--- src/rtl/seg7_scan_driver_pkg.sv ---
// Shared constants for the 7-segment scan driver: active-high glyph patterns
// and the all-segments-dark pattern. Polarity is applied by the top module.
// Segment bit order everywhere is {a,b,c,d,e,f,g}: a = bit 6 ... g = bit 0.
package seg7_scan_driver_pkg;

  localparam logic [6:0] SEG_OFF    = 7'b0000000;

  localparam logic [6:0] GLYPH_0    = 7'b1111110;
  localparam logic [6:0] GLYPH_1    = 7'b0110000;
  localparam logic [6:0] GLYPH_2    = 7'b1101101;
  localparam logic [6:0] GLYPH_3    = 7'b1111001;
  localparam logic [6:0] GLYPH_4    = 7'b0110011;
  localparam logic [6:0] GLYPH_5    = 7'b1011011;
  localparam logic [6:0] GLYPH_6    = 7'b1011111;
  localparam logic [6:0] GLYPH_7    = 7'b1110000;
  localparam logic [6:0] GLYPH_8    = 7'b1111111;
  localparam logic [6:0] GLYPH_9    = 7'b1111011;
  localparam logic [6:0] GLYPH_A    = 7'b1110111;
  localparam logic [6:0] GLYPH_B    = 7'b0011111;
  localparam logic [6:0] GLYPH_C    = 7'b1001110;
  localparam logic [6:0] GLYPH_D    = 7'b0111101;
  localparam logic [6:0] GLYPH_E    = 7'b1001111;
  localparam logic [6:0] GLYPH_F    = 7'b1000111;
  // Shown for nibbles 10..15 when hex glyphs are disabled (segment g only).
  localparam logic [6:0] GLYPH_DASH = 7'b0000001;

endpackage

--- src/rtl/seg7_glyph_decode.sv ---
// Combinational nibble-to-segment decoder. Output is active-high {a..g};
// hex_mode=0 maps nibbles 10..15 to a dash.
module seg7_glyph_decode
  import seg7_scan_driver_pkg::*;
(
  input  logic [3:0] nibble,
  input  logic       hex_mode,
  output logic [6:0] pattern
);

  // Glyph lookup; the dash default covers non-decimal nibbles in BCD mode.
  always_comb begin
    pattern = GLYPH_DASH;
    case (nibble)
      4'h0: pattern = GLYPH_0;
      4'h1: pattern = GLYPH_1;
      4'h2: pattern = GLYPH_2;
      4'h3: pattern = GLYPH_3;
      4'h4: pattern = GLYPH_4;
      4'h5: pattern = GLYPH_5;
      4'h6: pattern = GLYPH_6;
      4'h7: pattern = GLYPH_7;
      4'h8: pattern = GLYPH_8;
      4'h9: pattern = GLYPH_9;
      4'hA: pattern = hex_mode ? GLYPH_A : GLYPH_DASH;
      4'hB: pattern = hex_mode ? GLYPH_B : GLYPH_DASH;
      4'hC: pattern = hex_mode ? GLYPH_C : GLYPH_DASH;
      4'hD: pattern = hex_mode ? GLYPH_D : GLYPH_DASH;
      4'hE: pattern = hex_mode ? GLYPH_E : GLYPH_DASH;
      4'hF: pattern = hex_mode ? GLYPH_F : GLYPH_DASH;
      default: pattern = GLYPH_DASH;
    endcase
  end

endmodule

--- src/rtl/seg7_scan_driver.sv ---
// Time-multiplexed N-digit 7-segment driver. A prescaler divides clk into
// digit slots; a digit counter walks the digits. Loaded values are staged in a
// pending register and promoted to the displayed shadow register only at the
// frame boundary, so one frame never mixes two loaded values.
//
// load semantics: single-cycle strobe with no backpressure. value/dp_mask are
// sampled on every rising edge where load=1; the last load before a frame
// boundary wins, and a load on the boundary edge itself goes straight to the
// displayed value.
module seg7_scan_driver
  import seg7_scan_driver_pkg::*;
#(
  parameter int N_DIGITS       = 4,
  parameter int REFRESH_DIV    = 50000,
  parameter int HEX_MODE       = 1,
  parameter int ACTIVE_LOW_SEG = 1,
  parameter int ACTIVE_LOW_AN  = 1
) (
  input  logic                    clk,
  input  logic                    rst,
  input  logic                    enable,
  input  logic                    load,
  input  logic [4*N_DIGITS-1:0]   value,
  input  logic [N_DIGITS-1:0]     dp_mask,
  input  logic                    blank_lz,
  output logic [6:0]              seg,
  output logic                    dp,
  output logic [N_DIGITS-1:0]     an,
  output logic                    frame_done
);

  localparam int PW = (REFRESH_DIV > 1) ? $clog2(REFRESH_DIV) : 1;
  localparam int DW = $clog2(N_DIGITS);
  localparam int VW = 4 * N_DIGITS;

  localparam logic [PW-1:0]       PRESC_LAST = PW'(REFRESH_DIV - 1);
  localparam logic [DW-1:0]       DIGIT_LAST = DW'(N_DIGITS - 1);
  localparam logic                SEG_INV    = (ACTIVE_LOW_SEG != 0);
  localparam logic                AN_INV     = (ACTIVE_LOW_AN != 0);
  localparam logic                HEX_EN     = (HEX_MODE != 0);
  localparam logic [6:0]          SEG_IDLE   = SEG_OFF ^ {7{SEG_INV}};
  localparam logic [N_DIGITS-1:0] AN_IDLE    = {N_DIGITS{AN_INV}};

  logic [PW-1:0]       presc_q, presc_d;
  logic [DW-1:0]       digit_q, digit_d;
  logic [VW-1:0]       pend_val_q, pend_val_d;
  logic [N_DIGITS-1:0] pend_dp_q, pend_dp_d;
  logic                pend_valid_q, pend_valid_d;
  logic [VW-1:0]       shad_val_q, shad_val_d;
  logic [N_DIGITS-1:0] shad_dp_q, shad_dp_d;
  logic [6:0]          seg_q, seg_d;
  logic                dp_q, dp_d;
  logic [N_DIGITS-1:0] an_q, an_d;
  logic                frame_done_q, frame_done_d;

  logic                tick;
  logic                wrap;
  logic [3:0]          cur_nib;
  logic                cur_dp;
  logic                cur_blank;
  logic                zero_above;
  logic [N_DIGITS-1:0] an_sel;
  logic [6:0]          glyph;

  // Prescaler and digit counter; both freeze while the display is disabled.
  always_comb begin
    tick    = enable && (presc_q == PRESC_LAST);
    wrap    = tick && (digit_q == DIGIT_LAST);
    presc_d = presc_q;
    digit_d = digit_q;
    if (enable) begin
      presc_d = tick ? '0 : presc_q + PW'(1);
    end
    if (tick) begin
      digit_d = wrap ? '0 : digit_q + DW'(1);
    end
    frame_done_d = wrap;
  end

  // Pending/shadow staging: shadow only changes on the wrap to digit 0.
  always_comb begin
    pend_val_d   = pend_val_q;
    pend_dp_d    = pend_dp_q;
    pend_valid_d = pend_valid_q;
    shad_val_d   = shad_val_q;
    shad_dp_d    = shad_dp_q;
    if (load) begin
      pend_val_d   = value;
      pend_dp_d    = dp_mask;
      pend_valid_d = 1'b1;
    end
    if (wrap) begin
      pend_valid_d = 1'b0;
      if (load) begin
        shad_val_d = value;
        shad_dp_d  = dp_mask;
      end else if (pend_valid_q) begin
        shad_val_d = pend_val_q;
        shad_dp_d  = pend_dp_q;
      end
    end
  end

  // Select the current digit's nibble/dp and decide leading-zero blanking by
  // scanning from the most significant digit down.
  always_comb begin
    cur_nib    = 4'h0;
    cur_dp     = 1'b0;
    cur_blank  = 1'b0;
    zero_above = 1'b1;
    an_sel     = '0;
    for (int i = N_DIGITS - 1; i >= 0; i--) begin
      zero_above = zero_above && (shad_val_q[4*i +: 4] == 4'h0);
      an_sel[i]  = (digit_q == DW'(i));
      if (digit_q == DW'(i)) begin
        cur_nib   = shad_val_q[4*i +: 4];
        cur_dp    = shad_dp_q[i];
        cur_blank = blank_lz && (i != 0) && zero_above;
      end
    end
  end

  seg7_glyph_decode u_glyph (
    .nibble   (cur_nib),
    .hex_mode (HEX_EN),
    .pattern  (glyph)
  );

  // Output register inputs: dark while disabled, otherwise the current digit.
  always_comb begin
    seg_d = SEG_IDLE;
    dp_d  = SEG_INV;
    an_d  = AN_IDLE;
    if (enable) begin
      seg_d = (cur_blank ? SEG_OFF : glyph) ^ {7{SEG_INV}};
      dp_d  = cur_dp ^ SEG_INV;
      an_d  = an_sel ^ AN_IDLE;
    end
  end

  // State and output registers; reset blanks the display immediately.
  always_ff @(posedge clk or posedge rst) begin
    if (rst) begin
      presc_q      <= '0;
      digit_q      <= '0;
      pend_val_q   <= '0;
      pend_dp_q    <= '0;
      pend_valid_q <= 1'b0;
      shad_val_q   <= '0;
      shad_dp_q    <= '0;
      seg_q        <= SEG_IDLE;
      dp_q         <= SEG_INV;
      an_q         <= AN_IDLE;
      frame_done_q <= 1'b0;
    end else begin
      presc_q      <= presc_d;
      digit_q      <= digit_d;
      pend_val_q   <= pend_val_d;
      pend_dp_q    <= pend_dp_d;
      pend_valid_q <= pend_valid_d;
      shad_val_q   <= shad_val_d;
      shad_dp_q    <= shad_dp_d;
      seg_q        <= seg_d;
      dp_q         <= dp_d;
      an_q         <= an_d;
      frame_done_q <= frame_done_d;
    end
  end

  assign seg        = seg_q;
  assign dp         = dp_q;
  assign an         = an_q;
  assign frame_done = frame_done_q;

endmodule
--- config.mk ---
export PLATFORM = sky130hd
export DESIGN_NAME = seg7_scan_driver
export DESIGN_NICKNAME = d
export VERILOG_FILES = /design/src/rtl/seg7_scan_driver_pkg.sv /design/src/rtl/seg7_glyph_decode.sv /design/src/rtl/seg7_scan_driver.sv
export SDC_FILE = /design/constraint.sdc
export NUM_CORES = 1
export LEC_CHECK = 0
export CAP_MARGIN = 0
export CORE_UTILIZATION = 40
export DETAILED_ROUTE_END_ITERATION = 7
export PLACE_DENSITY = 0.66
export SYNTH_ARGS = -nofsm -noshare
export SYNTH_HDL_FRONTEND = slang
export SYNTH_HIERARCHICAL = 1
export SYNTH_SLANG_ARGS = --single-unit
--- constraint.sdc ---
create_clock -name clk -period 4.9 [get_ports clk]
set_input_delay 0.98 -clock clk [delete_from_list [all_inputs] [get_ports clk]]
set_output_delay 0.98 -clock clk [all_outputs]
set_load 0.02 [all_outputs]
* Yosys cells after proc, flatten, opt, wreduce, memory -nomap -nowiden
Index checks and enable logic that the tools add are counted.
** Word-level totals
- Flip-flop bits (word level) :: 72
- Latch bits :: 0
- Bits in writable memories :: 0
- Memory bits (read-only) :: 0
- Input port bits :: 25
- Output and inout port bits :: 13
- Word-level logic and storage cells :: 75
- Memories :: 0
** Operators by class
- Add/subtract/negate cells :: 2
- Multiply operators :: 0
- Divide/modulo/power cells :: 0
- $lt $le $gt $ge :: 0
- Eq/ne operators :: 19
- Shift operators :: 0
- Mux-type cells :: 25
- Bitwise gates (word level) :: 3
- Reductions and logical operators :: 15
** Operators with widths (count)
- 7-bit case mux with 16 select lines :: 1
- 16-bit two-way mux :: 3
- 4-bit == test, second input constant :: 8
- 4-bit two-way mux :: 7
- 16-bit by 1-bit adder with 16-bit output, second input constant :: 1
- 16-bit == test, second input constant :: 1
- 4-bit by 3-bit == test with 1-bit output, second input constant :: 4
- 4-bit logical NOT :: 4
- 7-bit two-way mux :: 2
- 1-bit two-way mux :: 11
- 4-bit by 2-bit == test with 1-bit output, second input constant :: 2
- 1-bit logical AND :: 7
- 7-bit NOT :: 1
- 2-bit == test, second input constant :: 2
- 4-bit by 1-bit == test with 1-bit output, second input constant :: 1
- 4-bit NOT :: 1
- 2-bit nonzero test :: 2
- 2-bit by 1-bit adder with 2-bit output, second input constant :: 1
- 2-bit by 1-bit == test with 1-bit output, second input constant :: 1
- 2-bit logical NOT :: 1
- 2-bit two-way mux :: 1
- 2-bit AND reduction :: 1
- 1-bit NOT :: 1

* Depth between registers and ports, before layout
Gate-level depths: netlist of the first run.
- Word-level depth :: 10
- Depth in mapped cells :: 12
- Depth with buffers taken out :: 10

* By module
The synthesis of the first run kept the hierarchy.
** By module, submodules not included
- seg7_scan_driver :: times used 1, cells each 242, area an instance 3124.2 um2, sequential area each 1816.7 um2
- seg7_glyph_decode :: times used 1, cells each 40, area an instance 241.5 um2, sequential area each 0.0 um2

* Worst setup path before layout of the first run
Ideal clock, no wire load.
- Kind :: input -> register
- From :: in enable
- To :: reg shad_dp_q[0]
- Library setup time :: 125 ps
- Data arrival time :: 2219 ps
- Data required time :: 4775 ps
- Setup slack :: 2556 ps
- Stages :: 5
- Buffers on the path :: 1
- Cells stage by stage :: nand4_1 -> nor4_4 -> nand3b_2 -> buf_6 -> mux2_4
** On the way
- Cells in the longest elaborated chain, start to end :: 3
** RTL lines
- start: declaration :: line seg7_scan_driver.sv:21 : input logic enable,
- 1-bit logical AND :: line seg7_scan_driver.sv:67 : tick = enable && (presc_q == PRESC_LAST);
- 1-bit logical AND :: line seg7_scan_driver.sv:68 : wrap = tick && (digit_q == DIGIT_LAST);
- 2-bit AND reduction (no source line)
- end signal: assignment :: line seg7_scan_driver.sv:162 : shad_dp_q <= shad_dp_d;
- end: declaration :: line seg7_scan_driver.sv:50 : logic [N_DIGITS-1:0] shad_dp_q, shad_dp_d;
Every way passes these cells.
A chain may end at the register's enable or synchronous reset.

* Worst setup path in the final report of the first run
- From :: in enable
- To :: reg shad_val_q[1]
** On the way
- Cells in the longest elaborated chain, start to end :: 3
** RTL lines
- 1-bit logical AND :: line seg7_scan_driver.sv:67
- 1-bit logical AND :: line seg7_scan_driver.sv:68
- 2-bit AND reduction (no source line)
- end signal: assignment :: line seg7_scan_driver.sv:161 : shad_val_q <= shad_val_d;
- end: declaration :: line seg7_scan_driver.sv:49 : logic [VW-1:0] shad_val_q, shad_val_d;
Every way passes these cells.

==> reports/metrics.csv, run 1 <==
metric;value;unit
clk_latency;350;ps
arrival;3830;ps
placedCellCount;414;
placeableCoreArea;8175;um2
antenna_found_initial;0;
clock-sinks;72;
postCtsSetupRepairBufs;0;
hold_path.class;reg -> reg;
start_kind;primary input;
fillers;740;
ys_async_sr_fraction;100.0;%
max_stage_delay;760;ps
synth_nets;312;
worstPathRequired;5120;ps
setup_slack;1296;ps
layout-drive-gt1-share;24.00;%
overflow;0;
pre_cts_ws;932.9;ps
ys_seq_area_share;53.98;%
nNetsFinal;350;
fin_skew;13.45;ps
clk_pin_slew;70;ps
drcViolationCount;0;
antenna_cells;0;
cp_slowest_cell;clkdlybuf4s50_1;
postCtsHoldBufs;0;
vias_per_cell;5.058;
netlist_instances;282;
final_cell_mix;dfrtp_1, clkdlybuf4s50_1, nand2_1;
hold_path.startpoint;presc_q[15];
dieArea;8785;um2
period_share;73.55;%
place_hpwl;4161;um
end_kind;flop;
synth_ff_type;dfrtp_1;
holdPathStages;1;
start_util;41.17;%
whs;486.8;ps
grt_max_degree;53;
fmax;277.5;MHz
cts_tree;done;
drt_iter0_markers;134;
cts_root_buf;clkbuf_8;
area_growth;19.89;%
fin_crit;3604;ps
synth_edf_count;0;
peakVddDrop;123.9;uV
maxSlewViolCount;0;
cts_made_buffers;9;
grt_pass1_vias;2093;
status;complete, no violations;
synth_area_per_cell;11.94;um2
synth_area;3366;um2
synth_warnings;6;
core.rowCount;33;
yosysUniqueCellTypes;51;
routedWlPerCell;14.17;um
p_total;1.292;mW
synth_seq_cells;72;
worstRegToRegCells;9;
leakage;1.778;nW
gp_congestion;0.7978;
detail-route-antenna-nets;0;
h-tree-depth;3;
dr.pass1.iters;4;
grt_use_total;15.62;%
finalNonFillerCells;430;
grt_first_pass_wirelength;10270;um
r2r-start;digit_q[0];
power_density;320.1;nW/um2
crit_chain;clkdlybuf4s50_1, nand4_1, nor4_4, nand3b_2, mux2_4;
rrSetupSlack;1990;ps
die_h;93.73;um
io_pins;38;
maxCapViolations;0;
final_common_cell;dfrtp_1;
clockBufferDepth;2;
holdPathEnd;presc_q[15];
worst_slew_pin_slew;1250;ps
routed_wirelength;6092;um
fp.dieW;93.73;um
tns;0;ps
r2r_end;seg[1];
cp_max_fo;20;
rsz0062_at_grt;no;
hold_viol;0;
vias;2175;
critPathKind;in -> reg;
cts_resized;0;
port_buffers;37;
finalSetupViolations;0;
relSlewSlack;15.76;%
==> through the flow <==
stage / util (%) / area (um2)
after floorplan: - / 3366
after global placement: 46.69 / 3817
after detailed placement: 46.69 / 3817
after CTS: 49.36 / 4035
after global routing: 49.36 / 4035
final: 49.36 / 4035
==> critical path, delay by kind of cell <==
family                 cells  cell delay, ps
muxes                      1             520
and+or+nand+nor            3            1560
buffers and inverters      1             760
==> sequential cells by signal, indices dropped and copies added (netlist names) <==
register      count
pend_val_q       16
presc_q          16
shad_val_q       16
seg               7
an                4
pend_dp_q         4
shad_dp_q         4
digit_q           2
dp                1
frame_done        1
pend_valid_q      1
==> where the power goes <==
| group | total (mW) | internal [mW] | switching, mW |
|---|---|---|---|
| Clock | 0.499 | 0.290 | 0.208 |
| Combinational | 0.123 | 0.0649 | 0.0584 |
| Sequential | 0.670 | 0.637 | 0.0325 |
| Total | 1.29 | 0.992 | 0.299 |
==> cell families (layout without fill, tap and decap cells) <==
kind of cell | Yosys count | in the layout | synth area share (%)
other | 1 | 1 | 0.1114
xor gates and xnor gates | 12 | 12 | 3.123
muxes | 43 | 43 | 16.51
buffers and inverters | 22 | 65 | 3.271
AOI/OAI and AO/OA | 38 | 38 | 6.729
and+or+nand+nor | 88 | 88 | 14.09
adders and majority gates | 6 | 6 | 2.193
DFF | 72 | 72 | 53.98
==> worst max path at each step <==
stage / startpoint / end / slack, ps / cells past startpoint
after detailed placement: enable / shad_val_q[4] / 930 / 5
after floorplan: rst / digit_q[0] / 2110 / 1
final: enable / shad_val_q[1] / 1300 / 5
after global routing: enable / shad_dp_q[0] / 1140 / 5
after CTS: enable / shad_dp_q[0] / 1290 / 5
after global placement: enable / shad_dp_q[1] / 1040 / 5
==> synth_stat cells, types with 2 or more instances <==
| master | number | area share, % |
|---|---|---|
| nand4b_1 | 3 | 0.78 |
| a31oi_1 | 3 | 0.56 |
| nand3_1 | 3 | 0.45 |
| mux2i_1 | 3 | 0.89 |
| xor2_1 | 3 | 0.78 |
| xnor2_1 | 9 | 2.3 |
| ha_1 | 5 | 1.9 |
| nor2b_1 | 4 | 0.74 |
| a21oi_1 | 13 | 1.9 |
| mux2_4 | 20 | 8.9 |
| o22ai_1 | 2 | 0.37 |
| nor2_1 | 15 | 1.7 |
| nand2b_1 | 2 | 0.37 |
| clkbuf_1 | 9 | 1.0 |
| buf_6 | 3 | 1.0 |
| mux2_2 | 20 | 6.7 |
| nand3b_1 | 4 | 0.89 |
| nor4_1 | 3 | 0.56 |
| nand2_1 | 32 | 3.6 |
| nor3_1 | 2 | 0.30 |
| nand4_1 | 8 | 1.5 |
| dfrtp_1 | 60 | 45 |
| inv_1 | 7 | 0.78 |
| o21ai_0 | 11 | 1.6 |
| dfstp_2 | 12 | 9.4 |
==> layer usage <==
metal | track usage (%) | up-vias | routed length (um) | share of wire (%)
li1 | - | 1064 | - | -
met1 | 21.85 | 1060 | 3053 | 50
met2 | 22.99 | 41 | 2672 | 44
met3 | 3.479 | 10 | 253 | 4.2
met4 | 7.308 | 0 | 113 | 1.9
met5 | 0 | - | 0 | 0
==> final cells by class <==
type / count / area, um2 / share of cell area (%)
Sequential cell: 72 / 1817 / 45.02
Multi-Input combinational cell: 188 / 1439 / 35.66
Inverter: 8 / 30.03 / 0.7442
Timing Repair Buffer: 41 / 400.4 / 9.922
Tap cell: 105 / 131.4 / 3.256
Clock buffer: 14 / 182.7 / 4.527
Clock inverter: 2 / 35.03 / 0.8682
Power figures use the tool's default switching activity.
==> inputs of run 2 (changes only) <==
--- a/config.mk
+++ b/config.mk
@@ -8,7 +8,7 @@
 export CAP_MARGIN = 0
 export CORE_UTILIZATION = 40
 export DETAILED_ROUTE_END_ITERATION = 7
-export PLACE_DENSITY = 0.66
+export PLACE_DENSITY = 0.68
 export SYNTH_ARGS = -nofsm -noshare
 export SYNTH_HDL_FRONTEND = slang
 export SYNTH_HIERARCHICAL = 1
==> constraint.sdc (replaced) <==
create_clock -name clk -period 3.2 [get_ports clk]
set_input_delay 0.64 -clock clk [delete_from_list [all_inputs] [get_ports clk]]
set_output_delay 0.64 -clock clk [all_outputs]
set_load 0.02 [all_outputs]
==> run 2 against run 1 <==
  * Hold slack got worse by 49 ps
  * Worst setup slack worse by 420 ps
  * Design area increased by 1.2%
  * Clock power increased by 47%
  * Combinational power grew 57%
  * Highest routed layer unchanged
  * Flip-flop and latch count unchanged
  * Power increased by 51%
  * Non-clock buffer count up 6
==> reports/metrics.csv, run 2 (synthesis gave the netlist of run 1 again) <==
metric;value;unit
grt_use_total;15.00;%
cts_made_buffers;9;
detail-route-antenna-nets;0;
period_share;72.61;%
final_area;4085;um2
dr.pass1.iters;4;
antenna_found_initial;0;
postCtsHoldBufs;0;
power_density;478.8;nW/um2
core.rowCount;33;
rrSetupSlack;880;ps
hold_path.startpoint;shad_dp_q[0];
relSlewSlack;62.68;%
placedCellCount;420;
tns;0;ps
fillers;740;
vias_per_cell;4.982;
finalSetupViolations;0;
pre_cts_ws;692.5;ps
gp_congestion;0.8506;
routed_wirelength;6051;um
start_kind;flop;
reg_top3;pend_val_q: 16 flops, presc_q: 16 flops, shad_val_q: 16 flops;
arrival;2580;ps
worstRegToRegCells;11;
r2r_end;seg[1];
drcViolationCount;0;
worstPathRequired;3460;ps
hold_viol;0;
grt_first_pass_wirelength;10050;um
cp_max_fo;12;
clk_pin_slew;80;ps
start_util;41.17;%
end_kind;flop;
postCtsSetupRepairBufs;0;
placed_area;3875;um2
antenna_cells;0;
maxSlewViolCount;0;
critPathKind;reg -> reg;
dieArea;8785;um2
clockBufferDepth;2;
final_common_cell;dfrtp_1;
placeableCoreArea;8175;um2
io_pins;38;
fin_skew;13.43;ps
vias;2172;
clk_latency;340;ps
grt_max_degree;46;
nNetsFinal;356;
grt_pass1_vias;2079;
routedWlPerCell;13.88;um
rsz0062_at_grt;no;
r2r-start;digit_q[0];
place_hpwl;4314;um
overflow;0;
fin_util;49.97;%
holdPathEnd;dp;
final_cell_mix;dfrtp_1, clkdlybuf4s50_1, nand2_1;
area_growth;21.38;%
h-tree-depth;3;
leakage;1.802;nW
cts_tree;done;
fp.dieW;93.73;um
layout-drive-gt1-share;25.08;%
peakVddDrop;258.3;uV
fmax;430.4;MHz
hold_path.class;reg -> reg;
worst_slew_pin_slew;559.0;ps
clock-sinks;72;
maxCapViolations;0;
holdPathStages;1;
port_buffers;37;
setup_slack;876.4;ps
die_h;93.73;um
fin_crit;2324;ps
cts_resized;0;
finalNonFillerCells;436;
drt_iter0_markers;87;
status;complete, no violations;
cts_root_buf;clkbuf_8;
run 2: metal layers:
layer / vias up / track usage, % / part of all wire, %
met1: 1037 / 20.82 / 49
met5: - / 0 / 0
met3: 9 / 3.155 / 4.0
met4: 0 / 6.923 / 1.2
li1: 1081 / - / -
met2: 45 / 22.45 / 46
run 2: report_power, final:
| group | internal (mW) | switching [mW] | total (mW) | leakage (nW) |
|---|---|---|---|---|
| registers | 0.976 | 0.0529 | 1.03 | 0.883 |
| clock network | 0.425 | 0.309 | 0.734 | 0.103 |
| logic | 0.102 | 0.0915 | 0.193 | 0.816 |
run 2: per-stage QoR:
stage,power (mW),hold WS [ps]
2_1_floorplan,1.156,407.7
3_3_place_gp,1.233,465.7
3_5_place_dp,1.242,441.4
4_1_cts,1.977,437.7
5_1_grt,2.048,478.3
6_report,1.956,437.7
run 2: cell type report:
type | instances | area (um2) | share of cell area (%)
well taps | 105 | 131.4 | 3.216
flip-flops and latches | 72 | 1817 | 44.47
multi-input cells | 188 | 1439 | 35.22
clock buffers | 14 | 172.7 | 4.227
repair buffers | 47 | 457.9 | 11.21
clock inverters | 2 | 37.54 | 0.9188
inverters | 8 | 30.03 | 0.7351
run 2: how the worst max path moves through the flow:
stage / from / end / slack, ps / depth (start not counted)
detailed placement: enable / digit_q[0] / 690 / 5
global route: digit_q[0] / seg[3] / 540 / 11
finish: digit_q[0] / seg[1] / 880 / 11
floorplan: rst / digit_q[0] / 750 / 1
global placement: enable / digit_q[0] / 760 / 5
CTS: digit_q[0] / seg[1] / 880 / 11
run 2: critical path, cell delays in order (launching register included):
cell and delay [ps]:
dfrtp_1 410, inv_1 100, ha_1 340, nand3b_1 210, a21oi_1 170, a21oi_1 50, o21ai_0 180, buf_4 190
inv_2 60, maj3_2 290, o221ai_1 170, nand2_1 80
==> inputs of run 3 (changes only) <==
==> constraint.sdc (replaced) <==
create_clock -name clk -period 2.1 [get_ports clk]
set_input_delay 0.42 -clock clk [delete_from_list [all_inputs] [get_ports clk]]
set_output_delay 0.42 -clock clk [all_outputs]
set_load 0.02 [all_outputs]
==> run 3 against run 2 <==
  * Global-route usage is 1.2 points higher
  * Sequential share of layout area decreased by 4.1 points
  * Register-to-register slack got worse by 900 ps
  * Final cell count grew 6.2%
  * Maximum frequency is 9.2% higher
  * Combinational power increased by 82%
  * Die area unchanged
  * The flow now finishes with violations (negative setup slack)
==> reports/metrics.csv, run 3 (synthesis gave the netlist of run 1 again) <==
metric;value;unit
status;finished with violations;
violations;negative setup slack;
arrival;2410;ps
crit_chain;inv_2, ha_4, buf_6, nand2_4, a21oi_2, a21oi_2, o21ai_4, a21bo_1, a222oi_1, o21ai_1, nand2_1;
cp.depth;11;
holdPathStages;1;
dr.pass1.iters;8;
grtUsageMet3;5.583;%
clock-sinks;72;
place_hpwl;4457;um
io_pins;38;
clockBufferDepth;2;
clk_latency;350;ps
antenna_found_initial;0;
fin_crit;2128;ps
overflow;0;
h-tree-depth;3;
p_switching;0.7174;mW
antenna_cells;0;
cts_made_buffers;9;
end_kind;flop;
critPathKind;reg -> reg;
fin_skew;9.537;ps
rsz0062_at_grt;yes;
vias_per_cell;5.076;
final_cell_mix;dfrtp_1, clkdlybuf4s50_1, nand2_1, buf_4;
power_frac_clock;44.3;%
setup_slack;-28.29;ps
placeableCoreArea;8175;um2
p_int;2.700;mW
drcViolationCount;0;
gp_congestion;0.8741;
power_density;758.5;nW/um2
cp_common_cell;a21oi_2;
hold_path.startpoint;shad_dp_q[0];
grt_first_pass_wirelength;10790;um
fp.dieW;93.73;um
grt_pass1_vias;2229;
core.rowCount;33;
start_kind;flop;
tns;-28.29;ps
grt_max_degree;73;
fmax;469.9;MHz
detail-route-antenna-nets;0;
crit_start;digit_q[0];
layout-drive-gt1-share;36.03;%
seqCellArea;1817;um2
period_share;101.3;%
leakage;2.011;nW
swShare;20.99;%
cts_root_buf;clkbuf_8;
fin_util;55.11;%
maxSlewViolCount;0;
die_h;93.73;um
postCtsHoldBufs;0;
nNetsFinal;383;
cts_tree;done;
routed_wirelength;6768;um
worstRegToRegCells;11;
clk_pin_slew;70;ps
max_stage_delay;430;ps
timing.critical_path.buf_inv;2;
hold_viol;0;
vias;2350;
maxCapViolations;0;
crit_family;compound AO/OA/AOI/OAI gates;
hold_path.class;reg -> reg;
worstPathRequired;2380;ps
multi_input_area;1546;um2
final_common_cell;dfrtp_1;
cp_max_fo;6;
grt_use_total;16.24;%
drt_iter0_markers;92;
use_met2;24.39;%
cp_slowest_cell;dfrtp_1;
area_growth;33.87;%
fillers;696;
start_util;41.17;%
r2r-start;digit_q[0];
gr-usage-met1;21.31;%
busiest_layer;met2;
finalSetupViolations;1;
port_buffers;37;
routedWlPerCell;14.62;um
dieArea;8785;um2
pwr-share-comb;10.3;%
peakVddDrop;352.6;uV
seqPwrFrac;45.4;%
reg_top3;pend_val_q: 16 flops, presc_q: 16 flops, shad_val_q: 16 flops;
## run 3: cell count changes in the layout (fill, tap and decap cells not counted), moves of 2 or more
cell       delta
buf_4        +21
ha_1          -5
o21ai_0       -5
a21oi_1       -4
a21oi_2       +4
bufinv_16     +4
o21ai_1       +4
buf_6         +3
clkbuf_8      -3
ha_2          +3
buf_12        +2
ha_4          +2
nand2_1       -2
## run 3: layer usage
| layer | part of all wire (%) | vias to the layer above | wire, um |
|---|---|---|---|
| met5 | 0 | - | 0 |
| met4 | 1.9 | 0 | 127 |
| met3 | 4.0 | 10 | 271 |
| met2 | 47 | 53 | 3181 |
| met1 | 47 | 1156 | 3186 |
| li1 | - | 1131 | - |
## run 3: worst paths after layout
path,slack [ps],to
worst max-delay path,-30,seg[6]
min in group asynchronous,520,presc_q[2]
worst min-delay path,440,dp
worst min register to register,440,dp
worst max register to register,-30,seg[6]
max in group asynchronous,1250,seg[1]
## run 3: area by class of cell
class	count	share of cell area (%)
clock buffers	10	2.833
clock inverters	6	3.443
inverters	8	0.7498
multi-input cells	188	34.32
flip-flops and latches	72	40.32
well taps	105	2.916
repair buffers	74	15.41
## run 3: power by group through the flow
stage	logic, mW	clock network (mW)	registers (mW)
global route	0.388	1.60	1.57
finish	0.351	1.51	1.55
global placement	0.332	0	1.57
floorplan	0.184	0	1.58
detailed placement	0.347	0	1.58
CTS	0.350	1.55	1.55
## run 3: through the flow
| step | worst slack [ps] | cell area, um2 | cells | hold WS (ps) | total power, mW |
|---|---|---|---|---|---|
| floorplan | -21.45 | 3378 | 282 | 407.7 | 1.761 |
| global placement | -72.85 | 4040 | 437 | 422.4 | 1.904 |
| detailed placement | -152.7 | 4040 | 437 | 434.8 | 1.925 |
| CTS | 7.329 | 4353 | 455 | 443.5 | 3.453 |
| global route | -181.2 | 4506 | 463 | 465.6 | 3.553 |
| finish | -28.29 | 4506 | 463 | 444.7 | 3.417 |
## run 3: repair_timing
action                     CTS  global route
setup endpoints to repair    4            29
setup buffers                2             7
pin swaps                    0             8
resized for setup            4            24
gates cloned                 0             1
